<file path="config.mk">
export PLATFORM = sky130hd
export DESIGN_NAME = cons_run_ctl
export DESIGN_NICKNAME = d
export VERILOG_FILES = /design/src/rtl/cons_run_ctl.sv
export SDC_FILE = /design/constraint.sdc
export NUM_CORES = 1
export LEC_CHECK = 0
export BUFFER_PORTS_ARGS = -buffer_cell sky130_fd_sc_hd__clkbuf_2
export CORE_MARGIN = 3
export CORE_UTILIZATION = 45
export DETAILED_ROUTE_END_ITERATION = 8
export PLACE_DENSITY = 0.66
export SKIP_CTS_REPAIR_TIMING = 1
export SLEW_MARGIN = 30
export SYNTH_ARGS = -nofsm -noshare
export SYNTH_HDL_FRONTEND = slang
export SYNTH_SLANG_ARGS = --single-unit
</file>
<file path="constraint.sdc">
create_clock -name clk -period 2.1 [get_ports clk]
set_input_delay 0.42 -clock clk [delete_from_list [all_inputs] [get_ports clk]]
set_output_delay 0.42 -clock clk [all_outputs]
set_load 0.005 [all_outputs]
</file>
<file path="src/rtl/cons_run_ctl.sv">
// Console run-control sequencer. Turns discrete console commands into the
// consRUN/consCONT/consEXEC/consSTEP levels seen by the CPU. Each command
// completes on the CPU's cpuCONT/cpuHALT handshake, with a bounded wait in
// every wait state. Halt/unhalt edges are reported separately as pulses.
module cons_run_ctl #(
  parameter int unsigned TIMEOUT = 1024,
  parameter int unsigned CNTW    = 11
) (
  input  logic       clk,
  input  logic       rst,
  input  logic       cmd_valid,
  input  logic [2:0] cmd_code,
  output logic       cmd_ready,
  output logic       consRUN,
  output logic       consCONT,
  output logic       consEXEC,
  output logic       consSTEP,
  input  logic       cpuHALT,
  input  logic       cpuRUN,
  input  logic       cpuCONT,
  output logic       busy,
  output logic       timeout,
  output logic       halt_evt,
  output logic       unhalt_evt
);

  localparam logic [2:0] CmdNop    = 3'd0;
  localparam logic [2:0] CmdRun    = 3'd1;
  localparam logic [2:0] CmdHalt   = 3'd2;
  localparam logic [2:0] CmdCont   = 3'd3;
  localparam logic [2:0] CmdExec   = 3'd4;
  localparam logic [2:0] CmdStep   = 3'd5;
  localparam logic [2:0] CmdClrErr = 3'd6;

  // Last count value of a wait before it is abandoned.
  localparam logic [CNTW-1:0] CntMax = CNTW'(TIMEOUT - 1);

  typedef enum logic [1:0] {
    StIdle     = 2'd0,
    StWaitAck  = 2'd1,
    StWaitDrop = 2'd2,
    StWaitHalt = 2'd3
  } state_e;

  state_e          r_state, w_state_nxt;
  logic [CNTW-1:0] r_cnt, w_cnt_nxt;
  logic            r_run, w_run_nxt;
  logic            r_cont, w_cont_nxt;
  logic            r_exec, w_exec_nxt;
  logic            r_step, w_step_nxt;
  logic            r_timeout, w_timeout_nxt;
  logic            r_halt_last;
  logic            r_halt_evt;
  logic            r_unhalt_evt;
  logic            w_exit;
  logic            w_cnt_max;

  // cpuRUN is status only; the sequencer never waits on it.
  logic w_unused;
  assign w_unused = cpuRUN;

  // Exit condition of the current wait state.
  always_comb begin
    w_exit = 1'b0;
    unique case (r_state)
      StWaitAck:  w_exit = cpuCONT;
      StWaitDrop: w_exit = ~cpuCONT;
      StWaitHalt: w_exit = cpuHALT;
      default:    w_exit = 1'b0;
    endcase
  end

  assign w_cnt_max = (r_cnt == CntMax);

  // Next-state and next-output logic for the command sequencer.
  always_comb begin
    w_state_nxt   = r_state;
    w_cnt_nxt     = r_cnt;
    w_run_nxt     = r_run;
    w_cont_nxt    = r_cont;
    w_exec_nxt    = r_exec;
    w_step_nxt    = r_step;
    w_timeout_nxt = r_timeout;

    if (r_state == StIdle) begin
      w_cnt_nxt = '0;
      if (cmd_valid) begin
        unique case (cmd_code)
          CmdRun: w_run_nxt = 1'b1;
          CmdHalt: begin
            w_run_nxt   = 1'b0;
            w_state_nxt = StWaitHalt;
          end
          CmdCont: begin
            w_cont_nxt  = 1'b1;
            w_state_nxt = StWaitAck;
          end
          CmdExec: begin
            w_cont_nxt  = 1'b1;
            w_exec_nxt  = 1'b1;
            w_state_nxt = StWaitAck;
          end
          CmdStep: begin
            w_cont_nxt  = 1'b1;
            w_step_nxt  = 1'b1;
            w_state_nxt = StWaitAck;
          end
          CmdClrErr: w_timeout_nxt = 1'b0;
          default: ;  // CmdNop and reserved code: accepted, no effect
        endcase
      end
    end else if (w_exit) begin
      // Exit beats a coincident timeout.
      w_cnt_nxt = '0;
      unique case (r_state)
        StWaitAck: begin
          w_cont_nxt  = 1'b0;
          w_exec_nxt  = 1'b0;
          w_state_nxt = StWaitDrop;
        end
        StWaitDrop: w_state_nxt = r_step ? StWaitHalt : StIdle;
        StWaitHalt: begin
          w_step_nxt  = 1'b0;
          w_state_nxt = StIdle;
        end
        default: w_state_nxt = StIdle;
      endcase
    end else if (w_cnt_max) begin
      // Abandon the command; consRUN is deliberately left as it was.
      w_cnt_nxt     = '0;
      w_timeout_nxt = 1'b1;
      w_cont_nxt    = 1'b0;
      w_exec_nxt    = 1'b0;
      w_step_nxt    = 1'b0;
      w_state_nxt   = StIdle;
    end else begin
      w_cnt_nxt = r_cnt + CNTW'(1);
    end
  end

  // Sequencer state and command output registers.
  always_ff @(posedge clk) begin
    if (rst) begin
      r_state   <= StIdle;
      r_cnt     <= '0;
      r_run     <= 1'b0;
      r_cont    <= 1'b0;
      r_exec    <= 1'b0;
      r_step    <= 1'b0;
      r_timeout <= 1'b0;
    end else begin
      r_state   <= w_state_nxt;
      r_cnt     <= w_cnt_nxt;
      r_run     <= w_run_nxt;
      r_cont    <= w_cont_nxt;
      r_exec    <= w_exec_nxt;
      r_step    <= w_step_nxt;
      r_timeout <= w_timeout_nxt;
    end
  end

  // cpuHALT edge detector, independent of the sequencer.
  always_ff @(posedge clk) begin
    if (rst) begin
      r_halt_last  <= 1'b0;
      r_halt_evt   <= 1'b0;
      r_unhalt_evt <= 1'b0;
    end else begin
      r_halt_last  <= cpuHALT;
      r_halt_evt   <= cpuHALT & ~r_halt_last;
      r_unhalt_evt <= ~cpuHALT & r_halt_last;
    end
  end

  assign busy       = (r_state != StIdle);
  assign cmd_ready  = (r_state == StIdle);
  assign consRUN    = r_run;
  assign consCONT   = r_cont;
  assign consEXEC   = r_exec;
  assign consSTEP   = r_step;
  assign timeout    = r_timeout;
  assign halt_evt   = r_halt_evt;
  assign unhalt_evt = r_unhalt_evt;

endmodule

</file>
# --- After elaboration in Yosys (flattened, before gate mapping) ---
# Cells that the tools add are included.
# Widths: inputs -> output; s select.
word_totals:
  in_bits: 9
  regBits: 21
op_classes:
  add_sub_neg: 1
  n_eq_ne: 19
  bitwise: 5
  n_mux: 28
  reduce_logical: 13
ops:
  columns: ["cell", "count"]
  rows:
  - ["$mux 1", 19]
  - ["$reduce_and 4->1", 4]
  - ["$add 11x1->11 const B", 1]
  - ["$eq 11x10->1 const B", 1]
  - ["$mux 2", 5]
  - ["$eq 3x3->1 const B", 3]
  - ["$ne 3x2->1 const B", 3]
  - ["$pmux 2 s2", 2]
  - ["$eq 3x2->1 const B", 2]
  - ["$ne 2x1->1 const B", 3]
  - ["$ne 2x2->1 const B", 3]
  - ["$reduce_and 3->1", 2]
  - ["$reduce_bool 2->1", 3]
  - ["$eq 2x2->1 const B", 2]
  - ["$reduce_or 4->1", 1]
  - ["$eq 3x1->1 const B", 1]
  - ["$not 1->1", 3]
  - ["$pmux 1 s3", 1]
  - ["$reduce_bool 3->1", 1]
  - ["$reduce_or 3->1", 1]
  - ["$and 1x1->1", 2]
  - ["$eq 2x1->1 const B", 1]
  - ["$logic_not 2->1", 1]
  - ["$pmux 1 s2", 1]

# --- Longest topological paths before layout ---
# Gate-level depths: netlist of the first run.
depth:
  depth_word: 5
  mapped_depth: 7
  mapped_depth_nobuf: 6

# --- Least setup slack after synthesis of the first run ---
# No wires, ideal clock.
synth_path:
  path_type: "register to register"
  start: "register r_state[0]"
  end: "register r_cnt[10]"
  n_path_buf: 1
  required_time_ns: 2.036
  path_stages_with_launch: 8
  slack_ns: 0.414
  arrival_time_ns: 1.622
  path_cell_list: "dfxtp_1 inv_1 ha_1 mux2i_4 nand3_4 or3_1 buf_2 nor2_1"
synth_via:
  elab_chain_cells: 3
  elab_cells_between_ends: 6
  classes_between: "3 x eq/ne; 1 x mux; 2 x reduce/logical"
synth_rtl:
  columns: ["element", "line", "text"]
  rows:
  - ["start: declaration", "45", "state_e r_state, w_state_nxt;"]
  - ["start signal: assignment", "144", "r_state <= StIdle;"]
  - ["start signal: assignment", "152", "r_state <= w_state_nxt;"]
  - ["$eq 2x2->1 or $eq 2x1->1 (tied branches)", "65", "unique case (r_state)"]
  - ["$pmux 1 s3", "65", null]
  - ["$reduce_or 4->1 (no source line) (*)", null, null]
  - ["end signal: assignment", "153", "r_cnt <= w_cnt_nxt;"]
  - ["end: declaration", "46", "logic [CNTW-1:0] r_cnt, w_cnt_nxt;"]
# Every way passes the cells marked *; elsewhere a longest branch is shown, timed or not.
# A chain may end at the register's enable or synchronous reset.

# --- Worst setup path after layout of the first run ---
layout_path:
  start: "register r_state[0]"
  end: "register r_cnt[3]"
# Same word-level chain as after synthesis.

==> results of run 1 <==
-- critical path, delay by kind of cell (launching register included) --
| family | cells | cell delay [ns] |
|---|---|---|
| flops | 1 | 0.38 |
| simple gates | 3 | 0.86 |
| mux | 1 | 0.23 |
| fa+ha+maj | 1 | 0.28 |
| buf+inv | 1 | 0.09 |
-- final cells by class --
cell class              instances  area share
multi-input cells              84       0.509
flip-flops and latches         21       0.348
clock buffers                   3      0.0186
repair buffers                 16      0.0663
well taps                      28      0.0290
clock inverters                 1     0.00414
inverters                       8      0.0248
-- layout by cell type (no fill, tap or decap), types with 2 or more instances in the layout --
cell	netlist	final
sky130_fd_sc_hd__clkbuf_2	0	16
sky130_fd_sc_hd__nor2b_1	2	2
sky130_fd_sc_hd__o211ai_1	4	4
sky130_fd_sc_hd__a31oi_1	2	2
sky130_fd_sc_hd__o21ai_0	2	2
sky130_fd_sc_hd__inv_1	7	7
sky130_fd_sc_hd__nand3b_1	2	2
sky130_fd_sc_hd__a211o_1	2	2
sky130_fd_sc_hd__o221ai_1	2	2
sky130_fd_sc_hd__ha_1	5	5
sky130_fd_sc_hd__o21ai_1	2	2
sky130_fd_sc_hd__dfxtp_1	21	21
sky130_fd_sc_hd__xor2_1	3	3
sky130_fd_sc_hd__nor2_1	17	17
sky130_fd_sc_hd__a21oi_1	3	3
sky130_fd_sc_hd__nand2b_1	3	3
sky130_fd_sc_hd__clkbuf_4	0	3
sky130_fd_sc_hd__nand2_1	3	3
sky130_fd_sc_hd__nand3_1	5	5
sky130_fd_sc_hd__xnor2_1	6	6
sky130_fd_sc_hd__nor3b_1	2	2
-- final timing paths --
path / slack, ns / from / cells after the start / end
max: 0.21 / r_state[0]$_SDFFE_PP0P_ / 6 / r_cnt[3]$_SDFF_PP0_
min: 0.33 / cpuHALT / 2 / unhalt_evt$_SDFF_PP0_
max reg2reg: 0.21 / r_state[0]$_SDFFE_PP0P_ / 6 / r_cnt[3]$_SDFF_PP0_
min reg2reg: 0.43 / r_halt_last$_SDFF_PP0_ / 1 / halt_evt$_SDFF_PP0_
-- metrics by stage --
step	cells	area, sq um	hold slack [ns]
floorplan	116	1080	0.383
global placement	157	1180	0.399
finish	161	1210	0.330
detailed placement	157	1180	0.400
CTS	161	1210	0.316
global route	161	1210	0.327
-- registers in the layout, summed over array words and instances (netlist names) --
signal / cells
consCONT: 1
consEXEC: 1
timeout: 1
consRUN: 1
consSTEP: 1
halt_evt: 1
r_halt_last: 1
r_state: 2
r_cnt: 11
unhalt_evt: 1
-- logic make-up after synthesis --
kind of cell / after synthesis / share of synthesized area
fa+ha+maj: 5 / 0.0579
mux: 1 / 0.0209
xor+xnor: 9 / 0.0730
buf+inv: 11 / 0.0406
compound gates: 24 / 0.170
flops: 21 / 0.389
simple gates: 45 / 0.248
-- power by group through the flow --
stage	logic [mW]	registers, mW	clock network, mW
6_report	0.483	0.466	0.189
5_1_grt	0.546	0.470	0.213
4_1_cts	0.485	0.466	0.199
3_5_place_dp	0.484	0.475	0
3_3_place_gp	0.473	0.475	0
2_1_floorplan	0.365	0.473	0
-- layer usage --
layer / track usage / up-vias
met2: 0.217 / 14
met3: 0.0322 / 4
met4: 0.0607 / 0
met1: 0.199 / 400
met5: 0 / -
li1: - / 451
==> results.txt, run 1 <==
- Capturing element type of the critical path: flip-flop
* Cell types occupying the most area after synthesis: sky130_fd_sc_hd__dfxtp_1 39%, sky130_fd_sc_hd__nor2_1 5.9%, sky130_fd_sc_hd__ha_1 5.8%
* Final TNS setup: 0 ns
* Detailed placement HPWL: 1510 microns
- Mean cell area of the mapped netlist: 9.31 sq um
- The share of total power dissipated in combinational logic is 0.424.
- Most frequently used cell type in the post-synthesis netlist: sky130_fd_sc_hd__dfxtp_1
- Max-slew violations: 0
* Maximum clock path buffer count: 2
- Die outline area: 3020 sq um
- Seq pwr share: 0.410
- Worst relative slew slack: 0.750
- Clock Tree Root: sky130_fd_sc_hd__clkbuf_4
- The synthesized design contains 21 register bits.
- Top FF cell, synth: sky130_fd_sc_hd__dfxtp_1
* Footprint of the multi-input gates: 616 sq um
- The final-report hold violation count is 0.
- Cell with the largest stage delay on the worst path: sky130_fd_sc_hd__or3_1
- Of the total power, the share spent switching nets is 0.385.
* Layout cells sized above 1: 0.218
- At the end of the flow, the number of nets in the layout was 148.
* YS warnings: 0
- Based on the critical path, the design can be clocked at up to 529 MHz.
* Worst Clk Skew: 0.00146 ns
- Level count of the clock H-tree: 1
* Setup slack after layout: 0.210 ns
- The routed design uses 822 microns of met2 wire.
- Antenna diode count: 0
* Global route overflow: 0
- Synth Instances: 116
- The number of clock buffers added by TritonCTS is 3.
- For this design the total switching power over the nets is 0.438 mW.
* Post-synthesis to final-layout area growth: 11.9%
- Post-synth ARST share: 0
* Power per unit of standard cell area: 942 nW/um^2
- The later pin in the worst-skew pair is clocked with a latency of 0.30 ns.
- TritonCTS built the clock tree.
- Synthesized Nets: 130
- Mapped Area: 1080 sq um
- 18 I/O pins were placed.
- Clock network fraction of total power: 0.166
- Y dimension of the die: 55.0 microns
- The internal power of the cells totals 0.700 mW.
- STA classifies the critical path startpoint as a flip-flop.
* Class of the tightest hold or removal check: in -> reg
- Setup repair after global routing left no endpoint under its margin.
* Maximum cell stage delay along the critical path: 0.55 ns
- Final GP Congestion: 0.788
- Entering global routing, the biggest net connects 13 pins.
- The synthesized design spends more area on one cell type than any other, namely sky130_fd_sc_hd__dfxtp_1.
* Post-synthesis cell type count: 41
- Setup CP Type: reg -> reg
- Residual DRC: 0
- The routed layout has 869 vias.
- The number of global-route vias before repair came to 753.
- The detail route stage leaves a number of antenna-violating nets equal to 0.
- Number of vias per cell: 5.40
- Post-placement worst setup slack: 0.233 ns
* Final setup fails: 0
- Number of antenna violations at the first check in global routing: 0
- Summed over all layers, the routed wires come to 1950 microns.
- PnR Total Power: 1.14 mW
- In the final routing, the length of wire on met1 measures 1020 microns.
- Number of max-cap violations: 0
- Total number of placement rows: 17
* Top cell type's share of synthesized area: 0.389
* Cell-by-cell listing of the critical path: inv_1 -> ha_1 -> mux2i_4 -> nand3_4 -> or3_1 -> nor2_1
- First DRT Iteration DRCs: 4
- The core region is 2250 sq um.
* Leak: 0.454 nW
* Number of fillers in the final layout: 221
* Period utilisation layout: 0.900
* Met3 Routed Length: 81 microns
- In this run the worst path has a maximum fanout of 11.
- Critical path required time: 2.34 ns
- Tightest Pin Transition: 0.371 ns
- Clock-pin slew was measured on the worst setup and hold paths at 0.11 ns.
- The run finished with clean final reports.
- The share of the Yosys chip area taken by registers is 0.389.
* Fin crit period: 1.89 ns
* Number of flops mapped to enable cells by yosys: 0
- The first global-routing pass estimated 3180 microns of wire.
- Final cell utilization of the core: 0.536
* FF/Latch Area: 420 sq um
- During placement, the flow inserted port buffers numbering 16.
* Global-route usage over all layers: 0.145
- The first detailed-routing pass ran for 4 iterations.
- In this run the top signal layer used is met4.
- Data arrives at the worst endpoint at 2.13 ns.
- The initial utilization of the core area, before any placement, comes to 0.479.
* Mean routed wirelength per cell: 12.1 microns
* Sink count of the clock tree: 21
- Measured along the x axis, the die boundary spans 55.0 microns.
* Worst vdd ir: 0.712 mV
* Most common library cells after synthesis: 21 x sky130_fd_sc_hd__dfxtp_1, 17 x sky130_fd_sc_hd__nor2_1, 7 x sky130_fd_sc_hd__inv_1
Note: power is estimated with default switching activity, not from simulation.
==> inputs of run 2 (changes only) <==
--- a/config.mk
+++ b/config.mk
@@ -6,10 +6,12 @@
 export NUM_CORES = 1
 export LEC_CHECK = 0
 export BUFFER_PORTS_ARGS = -buffer_cell sky130_fd_sc_hd__clkbuf_2
+export CELL_PAD_IN_SITES_DETAIL_PLACEMENT = 1
+export CELL_PAD_IN_SITES_GLOBAL_PLACEMENT = 1
 export CORE_MARGIN = 3
-export CORE_UTILIZATION = 45
+export CORE_UTILIZATION = 41
 export DETAILED_ROUTE_END_ITERATION = 8
-export PLACE_DENSITY = 0.66
+export PLACE_DENSITY_LB_ADDON = 0.1
 export SKIP_CTS_REPAIR_TIMING = 1
 export SLEW_MARGIN = 30
 export SYNTH_ARGS = -nofsm -noshare
==> results.txt, run 2 (same netlist as run 1, synthesis figures left out) <==
* Leak: 0.443 nW (-2.3%)
- Setup CP Type: reg -> reg
* Global-route usage over all layers: 0.159 (+0.0143)
* Number of max-cap violations: 0 (unchanged)
- TritonCTS built the clock tree.
* Antenna-violating nets left: 0 (unchanged)
* Final GP Congestion: 0.804 (+2.0%)
- Largest net degree at the start of global routing: 14 (+1)
- Number of cells on the worst hold path: 2 (unchanged)
- The global-route wire length before repair is 4110 microns (+29%).
- Leading cell type in the layout, fill and taps excluded: sky130_fd_sc_hd__dfxtp_1
* Period utilisation layout: 0.905 (+0.00505)
- The initial antenna violation count is 0 (unchanged).
* CTS Buf Count: 3 (unchanged)
- The flip-flop count of the largest register after layout was 11 (unchanged).
- Count of boundary I/O pins: 18 (unchanged)
- Y dimension of the die: 57.3 microns (+4.2%)
- Residual DRC: 0 (unchanged)
- Reg2reg path depth: 6 (unchanged)
* Setup slack after layout: 0.200 ns (-0.0106 ns)
* Kind of launch point of the worst setup path: flip-flop
- First DRT Iteration DRCs: 16 (+12)
- Number of fillers in the final layout: 298 (+35%)
- Final TNS setup: 0 ns (unchanged)
* Critical path required time: 2.35 ns (about the same)
- The worst-skew pair later-pin latency was 0.31 ns (about the same).
- Highest fanout seen on the critical path: 11 (unchanged)
- Filler-free cell count of the finished design: 161 (unchanged)
* Worst endpoint data arrival time: 2.15 ns (+0.02 ns)
* Total number of placement rows: 17 (unchanged)
- Final cell utilization of the core: 0.516 (-0.0204)
- The post-detailed-routing wire length was 2340 microns (+20%).
- The count of clock tree sinks was 21 (unchanged).
- Standard cell core area: 2360 sq um (+4.7%)
- Clock Tree Root: sky130_fd_sc_hd__clkbuf_4
* Capturing element type of the critical path: flip-flop
* Final setup fails: 0 (unchanged)
* Detailed placement HPWL: 1860 microns (+23%)
* Biggest regs: r_cnt: 11 flops, r_state: 2 flops
- Number of vias after detailed routing: 889 (+2.3%)
* Worst vdd ir: 0.511 mV (-28%)
* Die outline area: 3290 sq um (+8.7%)
- Maximum clock path buffer count: 2 (unchanged)
- In this run the worst hold path is classified as in -> reg.
- The tightest slew margin relative to the limit came to 0.712 (-0.0389).
- Starting density of the core: 0.457 (-0.0216)
- CTS clock-pin slew for the worst setup and hold paths: 0.13 ns (+0.02 ns)
* Layout cells sized above 1: 0.226 (+0.00752)
- Tightest Pin Transition: 0.429 ns (+0.0579 ns)
- Max-slew violations: 0 (unchanged)
* Mean routed wirelength per cell: 14.5 microns (+20%)
- Leading cell types in the layout, fill and taps excluded: 21 x sky130_fd_sc_hd__dfxtp_1, 17 x sky130_fd_sc_hd__nor2_1, 16 x sky130_fd_sc_hd__clkbuf_2
- The number of global-route vias before repair was 914 (+21%).
- The count of port buffers added during placement is 16 (unchanged).
- The worst slack at placement is 0.186 ns (-0.0466 ns).
- Final hold violation count: 0 (unchanged)
- The net count of the finished layout came to 148 (unchanged).
- Fin crit period: 1.90 ns (+0.0106 ns)
* Status: finished clean
- Register with the highest flop count: r_cnt
* Number of vias per cell: 5.52 (+2.3%)
- Setup repair after global routing left no endpoint under its margin.
- Antenna diode count: 0 (unchanged)
* Worst Clk Skew: 0.00899 ns (+0.00753 ns)
* Level count of the clock H-tree: 1 (unchanged)
- The achievable frequency is 526 MHz (-0.56%).
- Number of iterations in the first detailed-routing pass: 4 (unchanged)
- Post-synthesis to final-layout area growth: 12.7%
* Die width: 57.3 microns (+4.2%)
* Inst Count DP: 157 (unchanged)
- The total power per unit cell area was 973 nW/um^2 (+3.3%).
* Global route overflow: 0 (unchanged)
## run 2: changes by cell type in the layout (fill, tap and decap cells not counted), sizes merged
| cell | delta |
|---|---|
| clkinvlp | +2 |
| clkinv | -1 |
| inv | -1 |
## run 2: worst max-delay path, stage by stage, from the launching register on
cell and delay [ns]:
sky130_fd_sc_hd__dfxtp_1 0.38, sky130_fd_sc_hd__inv_1 0.10, sky130_fd_sc_hd__ha_1 0.27, sky130_fd_sc_hd__mux2i_4 0.22, sky130_fd_sc_hd__nand3_4 0.16, sky130_fd_sc_hd__or3_1 0.55, sky130_fd_sc_hd__nor2_1 0.16
## run 2: report_power, final
part | internal, mW | total, mW | switching, mW
sequential | 0.440 | 0.467 | 0.0268
clock | 0.0725 | 0.202 | 0.129
combinational | 0.198 | 0.517 | 0.319
total | 0.710 | 1.18 | 0.474
## run 2: through the flow
step                      power (mW)  area, sq um  hold slack, ns
final                           1.18         1220           0.318
after CTS                       1.19         1210           0.302
after floorplan                0.838         1080           0.383
after global routing            1.29         1220           0.308
after detailed placement       0.981         1180           0.413
after global placement         0.957         1180           0.392
## run 2: path summary, 6_finish.rpt
check / from / endpoint / slack [ns]
worst min-delay path: cpuHALT / unhalt_evt$_SDFF_PP0_ / 0.32
worst max register to register: r_state[1]$_SDFFE_PP0P_ / r_cnt[9]$_SDFF_PP0_ / 0.20
worst min register to register: r_halt_last$_SDFF_PP0_ / halt_evt$_SDFF_PP0_ / 0.43
worst max-delay path: r_state[1]$_SDFFE_PP0P_ / r_cnt[9]$_SDFF_PP0_ / 0.20
## run 2: layout make-up
type,count,area (sq um),area share
multi-input cells,84,618,0.508
inverters,8,33.8,0.0277
clock inverters,1,7.51,0.00617
clock buffers,3,22.5,0.0185
flip-flops and latches,21,420,0.345
well taps,28,35.0,0.0288
repair buffers,16,80.1,0.0658
## run 2: metal layers
metal,global-route usage,share of wire,up-vias
met2,0.248,0.47,9
li1,-,-,448
met4,0.0530,0.0051,0
met1,0.218,0.50,430
met3,0.0339,0.024,2
met5,0,0,-
